File: src/rtl/mem_access_pkg.sv
// Shared types for the MEM-stage load/store unit: op encodings, FSM states, helpers.
package mem_access_pkg;

    localparam int unsigned AW   = 32;
    localparam int unsigned DW   = 32;
    localparam int unsigned STRW = 4;

    typedef enum logic [2:0] {
        OP_LB  = 3'd0,
        OP_LBU = 3'd1,
        OP_LH  = 3'd2,
        OP_LHU = 3'd3,
        OP_LW  = 3'd4,
        OP_SB  = 3'd5,
        OP_SH  = 3'd6,
        OP_SW  = 3'd7
    } mem_op_t;

    typedef enum logic [1:0] {
        S_IDLE  = 2'd0,
        S_WAIT  = 2'd1,
        S_DONE  = 2'd2,
        S_DRAIN = 2'd3
    } state_t;

    function automatic logic op_is_store(input logic [2:0] op);
        return op[2] & (op[1] | op[0]);
    endfunction

    function automatic logic op_misaligned(input logic [2:0] op, input logic [1:0] lane);
        logic mis;
        mis = 1'b0;
        case (mem_op_t'(op))
            OP_LH, OP_LHU, OP_SH: mis = lane[0];
            OP_LW, OP_SW:         mis = |lane;
            default:              mis = 1'b0;
        endcase
        return mis;
    endfunction

endpackage

File: src/rtl/mem_access_if.sv
// Pipeline-side and data-bus-side signals of the MEM-stage load/store unit.
interface mem_access_if;
    import mem_access_pkg::*;

    logic                  mem_en;
    logic [2:0]            mem_op;
    logic [AW-1:0]         addr;
    logic [DW-1:0]         wdata;
    logic                  flush;
    logic                  dreq;
    logic                  dwe;
    logic [AW-1:0]         daddr;
    logic [STRW-1:0]       dwstrb;
    logic [DW-1:0]         dwdata;
    logic                  dack;
    logic [DW-1:0]         drdata;
    logic [DW-1:0]         rdata;
    logic                  stall;
    logic                  adel;
    logic                  ades;
    logic [AW-1:0]         badvaddr;

    modport slave (
        input  mem_en, mem_op, addr, wdata, flush, dack, drdata,
        output dreq, dwe, daddr, dwstrb, dwdata, rdata, stall, adel, ades, badvaddr
    );

    modport master (
        output mem_en, mem_op, addr, wdata, flush, dack, drdata,
        input  dreq, dwe, daddr, dwstrb, dwdata, rdata, stall, adel, ades, badvaddr
    );
endinterface

File: src/rtl/mem_access_load_ext.sv
// Selects the addressed byte/half of a read word and sign- or zero-extends it.
module load_ext
    import mem_access_pkg::*;
(
    input  mem_op_t         op_i,
    input  logic [1:0]      lane_i,
    input  logic [DW-1:0]   drdata_i,
    output logic [DW-1:0]   ext_c_o
);

    logic [7:0]  byte_c;
    logic [15:0] half_c;

    always_comb begin
        byte_c  = drdata_i[7:0];
        half_c  = lane_i[1] ? drdata_i[31:16] : drdata_i[15:0];
        ext_c_o = drdata_i;
        case (lane_i)
            2'd1:    byte_c = drdata_i[15:8];
            2'd2:    byte_c = drdata_i[23:16];
            2'd3:    byte_c = drdata_i[31:24];
            default: byte_c = drdata_i[7:0];
        endcase
        case (op_i)
            OP_LB:   ext_c_o = {{24{byte_c[7]}}, byte_c};
            OP_LBU:  ext_c_o = {24'd0, byte_c};
            OP_LH:   ext_c_o = {{16{half_c[15]}}, half_c};
            OP_LHU:  ext_c_o = {16'd0, half_c};
            default: ext_c_o = drdata_i;
        endcase
    end

endmodule

File: src/rtl/mem_access.sv
// MEM-stage load/store unit: issues one data-bus request per access, stalls the
// pipeline until completion, and handles misalignment, flush and drain.
module mem_access
    import mem_access_pkg::*;
(
    input  logic         clk,
    input  logic         reset,
    mem_access_if.slave  bus
);

    state_t               state_q, state_d;
    logic                 dreq_q, dreq_d;
    logic                 dwe_q, dwe_d;
    logic [AW-1:0]        daddr_q, daddr_d;
    logic [STRW-1:0]      dwstrb_q, dwstrb_d;
    logic [DW-1:0]        dwdata_q, dwdata_d;
    logic [DW-1:0]        rdata_q, rdata_d;
    mem_op_t              op_q, op_d;
    logic [1:0]           lane_q, lane_d;

    mem_op_t              op_c;
    logic                 misalign_c;
    logic                 issue_c;
    logic                 stall_c;
    logic [STRW-1:0]      strb_c;
    logic [DW-1:0]        wdat_c;
    logic [DW-1:0]        ext_c;

    assign op_c       = mem_op_t'(bus.mem_op);
    assign misalign_c = bus.mem_en && op_misaligned(bus.mem_op, bus.addr[1:0]);
    assign issue_c    = (state_q == S_IDLE) && bus.mem_en && !misalign_c && !bus.flush;

    // Extension uses the op and lane captured at issue, not the live pipeline inputs.
    load_ext u_load_ext (
        .op_i     (op_q),
        .lane_i   (lane_q),
        .drdata_i (bus.drdata),
        .ext_c_o  (ext_c)
    );

    // Store lane strobes and replicated write data.
    always_comb begin
        strb_c = '0;
        wdat_c = '0;
        case (op_c)
            OP_SB: begin
                strb_c = 4'b0001 << bus.addr[1:0];
                wdat_c = {4{bus.wdata[7:0]}};
            end
            OP_SH: begin
                strb_c = bus.addr[1] ? 4'b1100 : 4'b0011;
                wdat_c = {2{bus.wdata[15:0]}};
            end
            OP_SW: begin
                strb_c = 4'b1111;
                wdat_c = bus.wdata;
            end
            default: ;
        endcase
    end

    always_comb begin
        state_d  = state_q;
        dreq_d   = dreq_q;
        dwe_d    = dwe_q;
        daddr_d  = daddr_q;
        dwstrb_d = dwstrb_q;
        dwdata_d = dwdata_q;
        rdata_d  = rdata_q;
        op_d     = op_q;
        lane_d   = lane_q;
        stall_c  = 1'b0;
        case (state_q)
            S_IDLE: begin
                if (issue_c) begin
                    dreq_d   = 1'b1;
                    dwe_d    = op_is_store(bus.mem_op);
                    daddr_d  = {bus.addr[AW-1:2], 2'b00};
                    dwstrb_d = strb_c;
                    dwdata_d = wdat_c;
                    op_d     = op_c;
                    lane_d   = bus.addr[1:0];
                    stall_c  = 1'b1;
                    state_d  = S_WAIT;
                end
            end
            S_WAIT: begin
                stall_c = 1'b1;
                if (bus.flush) begin
                    if (bus.dack) begin
                        dreq_d  = 1'b0;
                        state_d = S_IDLE;
                    end else begin
                        state_d = S_DRAIN;
                    end
                end else if (bus.dack) begin
                    if (!op_is_store(op_q)) begin
                        rdata_d = ext_c;
                    end
                    dreq_d  = 1'b0;
                    state_d = S_DONE;
                end
            end
            S_DONE: begin
                state_d = S_IDLE;
            end
            S_DRAIN: begin
                // A flushed request must still complete on the bus; only the new instruction waits.
                stall_c = bus.mem_en;
                if (bus.dack) begin
                    dreq_d  = 1'b0;
                    state_d = S_IDLE;
                end
            end
        endcase
    end

    always_ff @(posedge clk) begin
        if (reset) begin
            state_q  <= S_IDLE;
            dreq_q   <= 1'b0;
            dwe_q    <= 1'b0;
            daddr_q  <= '0;
            dwstrb_q <= '0;
            dwdata_q <= '0;
            rdata_q  <= '0;
            op_q     <= OP_LB;
            lane_q   <= 2'd0;
        end else begin
            state_q  <= state_d;
            dreq_q   <= dreq_d;
            dwe_q    <= dwe_d;
            daddr_q  <= daddr_d;
            dwstrb_q <= dwstrb_d;
            dwdata_q <= dwdata_d;
            rdata_q  <= rdata_d;
            op_q     <= op_d;
            lane_q   <= lane_d;
        end
    end

    assign bus.dreq     = dreq_q;
    assign bus.dwe      = dwe_q;
    assign bus.daddr    = daddr_q;
    assign bus.dwstrb   = dwstrb_q;
    assign bus.dwdata   = dwdata_q;
    assign bus.rdata    = rdata_q;
    assign bus.stall    = stall_c;
    assign bus.adel     = misalign_c && (state_q == S_IDLE) && !op_is_store(bus.mem_op);
    assign bus.ades     = misalign_c && (state_q == S_IDLE) && op_is_store(bus.mem_op);
    assign bus.badvaddr = bus.addr;

endmodule

File: src/flat_wrapper.sv
// flat-port wrapper written by rule: the top's interface ports become plain ports
module mem_access_flat import mem_access_pkg::*;
  (clk, reset, bus_mem_en, bus_mem_op, bus_addr, bus_wdata, bus_flush, bus_dack, bus_drdata, bus_dreq, bus_dwe, bus_daddr, bus_dwstrb, bus_dwdata, bus_rdata, bus_stall, bus_adel, bus_ades, bus_badvaddr);
  mem_access_if bus_i ();
  input  logic clk;
  input  logic reset;
  input wire logic [$bits(bus_i.mem_en)-1:0] bus_mem_en;
  input wire logic [$bits(bus_i.mem_op)-1:0] bus_mem_op;
  input wire logic [$bits(bus_i.addr)-1:0] bus_addr;
  input wire logic [$bits(bus_i.wdata)-1:0] bus_wdata;
  input wire logic [$bits(bus_i.flush)-1:0] bus_flush;
  input wire logic [$bits(bus_i.dack)-1:0] bus_dack;
  input wire logic [$bits(bus_i.drdata)-1:0] bus_drdata;
  output wire logic [$bits(bus_i.dreq)-1:0] bus_dreq;
  output wire logic [$bits(bus_i.dwe)-1:0] bus_dwe;
  output wire logic [$bits(bus_i.daddr)-1:0] bus_daddr;
  output wire logic [$bits(bus_i.dwstrb)-1:0] bus_dwstrb;
  output wire logic [$bits(bus_i.dwdata)-1:0] bus_dwdata;
  output wire logic [$bits(bus_i.rdata)-1:0] bus_rdata;
  output wire logic [$bits(bus_i.stall)-1:0] bus_stall;
  output wire logic [$bits(bus_i.adel)-1:0] bus_adel;
  output wire logic [$bits(bus_i.ades)-1:0] bus_ades;
  output wire logic [$bits(bus_i.badvaddr)-1:0] bus_badvaddr;
  assign bus_i.mem_en = bus_mem_en;
  assign bus_i.mem_op = bus_mem_op;
  assign bus_i.addr = bus_addr;
  assign bus_i.wdata = bus_wdata;
  assign bus_i.flush = bus_flush;
  assign bus_i.dack = bus_dack;
  assign bus_i.drdata = bus_drdata;
  assign bus_dreq = bus_i.dreq;
  assign bus_dwe = bus_i.dwe;
  assign bus_daddr = bus_i.daddr;
  assign bus_dwstrb = bus_i.dwstrb;
  assign bus_dwdata = bus_i.dwdata;
  assign bus_rdata = bus_i.rdata;
  assign bus_stall = bus_i.stall;
  assign bus_adel = bus_i.adel;
  assign bus_ades = bus_i.ades;
  assign bus_badvaddr = bus_i.badvaddr;
  mem_access u_core (.clk(clk), .reset(reset), .bus(bus_i));
endmodule
File: config.mk
export PLATFORM = sky130hd
export DESIGN_NAME = mem_access_flat
export DESIGN_NICKNAME = d
export VERILOG_FILES = /design/src/rtl/mem_access_pkg.sv /design/src/rtl/mem_access_if.sv /design/src/rtl/mem_access_load_ext.sv /design/src/rtl/mem_access.sv /design/src/flat_wrapper.sv
export SDC_FILE = /design/constraint.sdc
export NUM_CORES = 1
export LEC_CHECK = 0
export BUFFER_PORTS_ARGS = -buffer_cell sky130_fd_sc_hd__buf_2
export CORE_MARGIN = 1.5
export CORE_UTILIZATION = 47
export CTS_CLUSTER_DIAMETER = 50
export DETAILED_ROUTE_END_ITERATION = 8
export PLACE_DENSITY = 0.81
export SYNTH_ARGS = -nofsm -noshare
export SYNTH_HDL_FRONTEND = slang
export SYNTH_SLANG_ARGS = --single-unit
File: constraint.sdc
create_clock -name clk -period 2.3 [get_ports clk]
set_clock_uncertainty 0.2 [all_clocks]
set_input_delay 0.345 -clock clk [delete_from_list [all_inputs] [get_ports clk]]
set_output_delay 0.345 -clock clk [all_outputs]
set_load 0.02 [all_outputs]
==> flow_summary_export.csv <==
group,metric,value,unit
setup_path,start_kind,"register",
global_route,gr-usage-met2,43.04,%
timing,setup_viol,0,
die,initial_core_util,47.99,%
global_route,gr-total-overflow,0,
route,first_pass_iters,5,
logic_synthesis,synth-async-reset-ratio,0,%
clock_network,cts_htree_levels,3,
finish,drive_above_1_share,40.18,%
flow_run,max_cap_viol_count,0,
finish,final_util,62.13,%
setup_path,critPathCaptureType,"output port",
route,num_vias,5144,
logic_synthesis,yosysWarnings,0,
die,std_cell_rows,38,
placement,numPortBuffers,238,
clock_network,cts.sinks,107,
route,via_per_inst,5.478,
finish,diodes,0,
logic_synthesis,ys_seq_area_share,41.54,%
setup_path,path_buf_inv,2,
global_route,grt_max_degree,61,
setup_path,crit_family,"simple AND/OR/NAND/NOR gates",
logic_synthesis,synth_commonest_cells,"dfxtp_1 (107), nand2_1 (101), a21oi_1 (58)",
logic_synthesis,ys_seq_elements,107,
setup_path,cp_slowest_cell,"or3b_4",
finish,nNetsFinal,898,
route,wl,14960,um
timing,finalHoldViolCount,0,
pwr,pwr-share-seq,48.7,%
global_route,grt_pass1_vias,4777,
finish,stdcell_area,0.006676,sq mm
clock_network,cts_tree,"done",
pwr,p_switching,1.125,mW
setup_path,path_cells,"or3b_4 > buf_4 > nor4_4 > buf_4",
setup_path,cp_max_fo,3,
clock_network,cts-root-buf,"clkbuf_8",
finish,area_growth,29.48,%
pwr,total_power,3.959,mW
logic_synthesis,netlist_instances,594,
global_route,use_met3,5.145,%
logic_synthesis,synthFlopType,"dfxtp_1",
pwr,internal-power,2.834,mW
timing,fmax,439.7,MHz
global_route,grt_pass1_wl,22650,um
route,wire_per_inst,15.93,um
logic_synthesis,ys_types,48,
logic_synthesis,synth_area_leaders,"dfxtp_1 (42%), mux2i_1 (9.3%), nand2_1 (7.4%)",
hold_path,hp-class,"input port to register",
setup_path,crit_arrival,1730,ps
setup_path,path_class,"register to output port",
setup_path,slowest_delay,410,ps
route,drc,0,
pwr,ir_drop,0.3667,mV
placement,hpwlAfterDp,10930,um
clock_network,clk_pin_slew,110,ps
timing,tightest_slew,844.1,ps
route,drt_iter0_markers,335,
logic_synthesis,synth_edf_count,0,
timing,fin_crit_sh,98.89,%
die,core_area,0.01075,sq mm
die,die_width,107.7,um
clock_network,insertion_delay,380,ps
timing,setup_tns,0,ps
setup_path,cp_common_cell,"buf_4",
global_route,antenna_found_initial,0,
pwr,power_frac_clock,33.4,%
logic_synthesis,synthesis.area,0.005156,sq mm
placement,gp_congestion,0.8970,
die,die-area,0.01161,sq mm
timing,rsz0062_at_grt,"true",
global_route,grt_usage,24.68,%
timing,worst_slack,25.60,ps
global_route,grt-busiest-layer,"met2",
pwr,p_comb_share,18.0,%
clock_network,cts_made_buffers,9,
timing,relSlewSlack,42.93,%
timing,slew_viol_final,0,
global_route,grt_use_met1,27.89,%
route,ant_nets,0,
die,die-height,107.7,um
placement,placed_cell_area,0.006297,sq mm
die,pin_count,241,
pwr,p_sw_share,28.41,%
logic_synthesis,synth_top_area_cell,"dfxtp_1",
logic_synthesis,yosysMostFrequentCell,"dfxtp_1",
timing,min_period,2274,ps
placement,dpl_worst_slack,-222.5,ps
run_status,status,"complete, no violations",
pwr,leakage,3.129,nW
logic_synthesis,avgSynthCellArea,8.680,sq um
setup_path,cp_data_required_time,1750,ps
pwr,p_per_area,593.0,mW/mm^2
clock_network,clockBufferDepth,2,
logic_synthesis,synth_top_area_share,41.54,%
==> area by class of cell <==
type / instances / area, sq um
Sequential cell: 107 / 2147
Clock buffer: 10 / 137.6
Timing Repair Buffer: 272 / 1505
Tap cell: 140 / 175.2
Clock inverter: 6 / 96.34
Multi-Input combinational cell: 398 / 2592
Inverter: 6 / 22.52
Fill cell: 935 / 4069
==> cell usage in the layout, fill, tap and decap left out, drive strengths merged, types with 3 or more instances in the layout <==
cell	instances
o2bb2ai	16
nand2	101
nor2b	9
nand2b	3
inv	8
a21o	8
buf	267
a211oi	3
nand3	15
o21bai	3
a21oi	61
o21ai	38
a31oi	8
clkbuf	10
mux2i	48
nor3	3
nor2	15
dlygate4sd3	5
dfxtp	107
a22o	20
a31o	9
a22oi	16
==> stage by stage <==
step / instances / hold WS (ps)
after detailed placement: 914 / 236.2
after global routing: 939 / 10.45
after floorplan: 595 / 277.7
after CTS: 937 / 0.07644
after global placement: 914 / 234.0
final: 939 / 17.92
==> logic make-up after synthesis <==
group,after synthesis,synth area share [%]
XOR/XNOR,1,0.1699
other,1,0.07273
AO/OA/AOI/OAI,190,25.77
buffers and inverters,91,9.900
flip-flops,107,41.54
AND/OR/NAND/NOR,156,13.22
multiplexers,48,9.318
==> sequential cells by signal, summed over array words and instances, names as in the netlist <==
register           cells
u_core.bus.dwe         1
u_core.state_q         2
u_core.op_q            3
u_core.bus.daddr      30
u_core.lane_q          2
u_core.bus.dwstrb      4
u_core.bus.dwdata     32
u_core.bus.rdata      32
u_core.bus.dreq        1
==> worst paths after layout <==
path / start / slack [ps] / cells after the start / to
min: bus_addr[12] / 20 / 3 / u_core.bus.daddr[12]$_SDFFE_PP0P_
max reg2reg: u_core.state_q[1]$_SDFFE_PP0P_ / 80 / 6 / u_core.bus.dwdata[9]$_SDFFE_PP0P_
max: u_core.state_q[1]$_SDFFE_PP0P_ / 30 / 4 / bus_ades
min reg2reg: u_core.bus.dwe$_SDFFE_PP0P_ / 260 / 1 / u_core.bus.dwe$_SDFFE_PP0P_
==> metal layers <==
layer	routed length [um]	vias up
met5	0	-
met4	518	0
met3	1169	39
met2	7371	266
met1	5902	2367
li1	-	2472
==> tightest hold or removal path: cells and delay by family <==
kind                   cells  cell delay [ps]
and+or+nand+nor            1               50
muxes                      1               60
buffers and inverters      1              100
==> power by group through the flow <==
| stage | registers (mW) | clock network (mW) | logic, mW |
|---|---|---|---|
| 6_report | 1.93 | 1.32 | 0.712 |
| 2_1_floorplan | 2.02 | 0 | 0.389 |
| 3_3_place_gp | 1.97 | 0 | 0.656 |
| 3_5_place_dp | 1.97 | 0 | 0.676 |
| 4_1_cts | 1.93 | 1.35 | 0.693 |
| 5_1_grt | 1.93 | 1.42 | 0.768 |
==> what timing repair did <==
action | in CTS | in global routing
gates resized for setup | 6 | 10
hold buffers | 5 | 0
endpoints found under the setup margin | 2 | 41
endpoints found under the hold margin | 5 | 0
gates cloned | 0 | 1
setup buffers | 2 | 1
pin swaps | 1 | 3
Note: power is estimated with default switching activity, not from simulation.
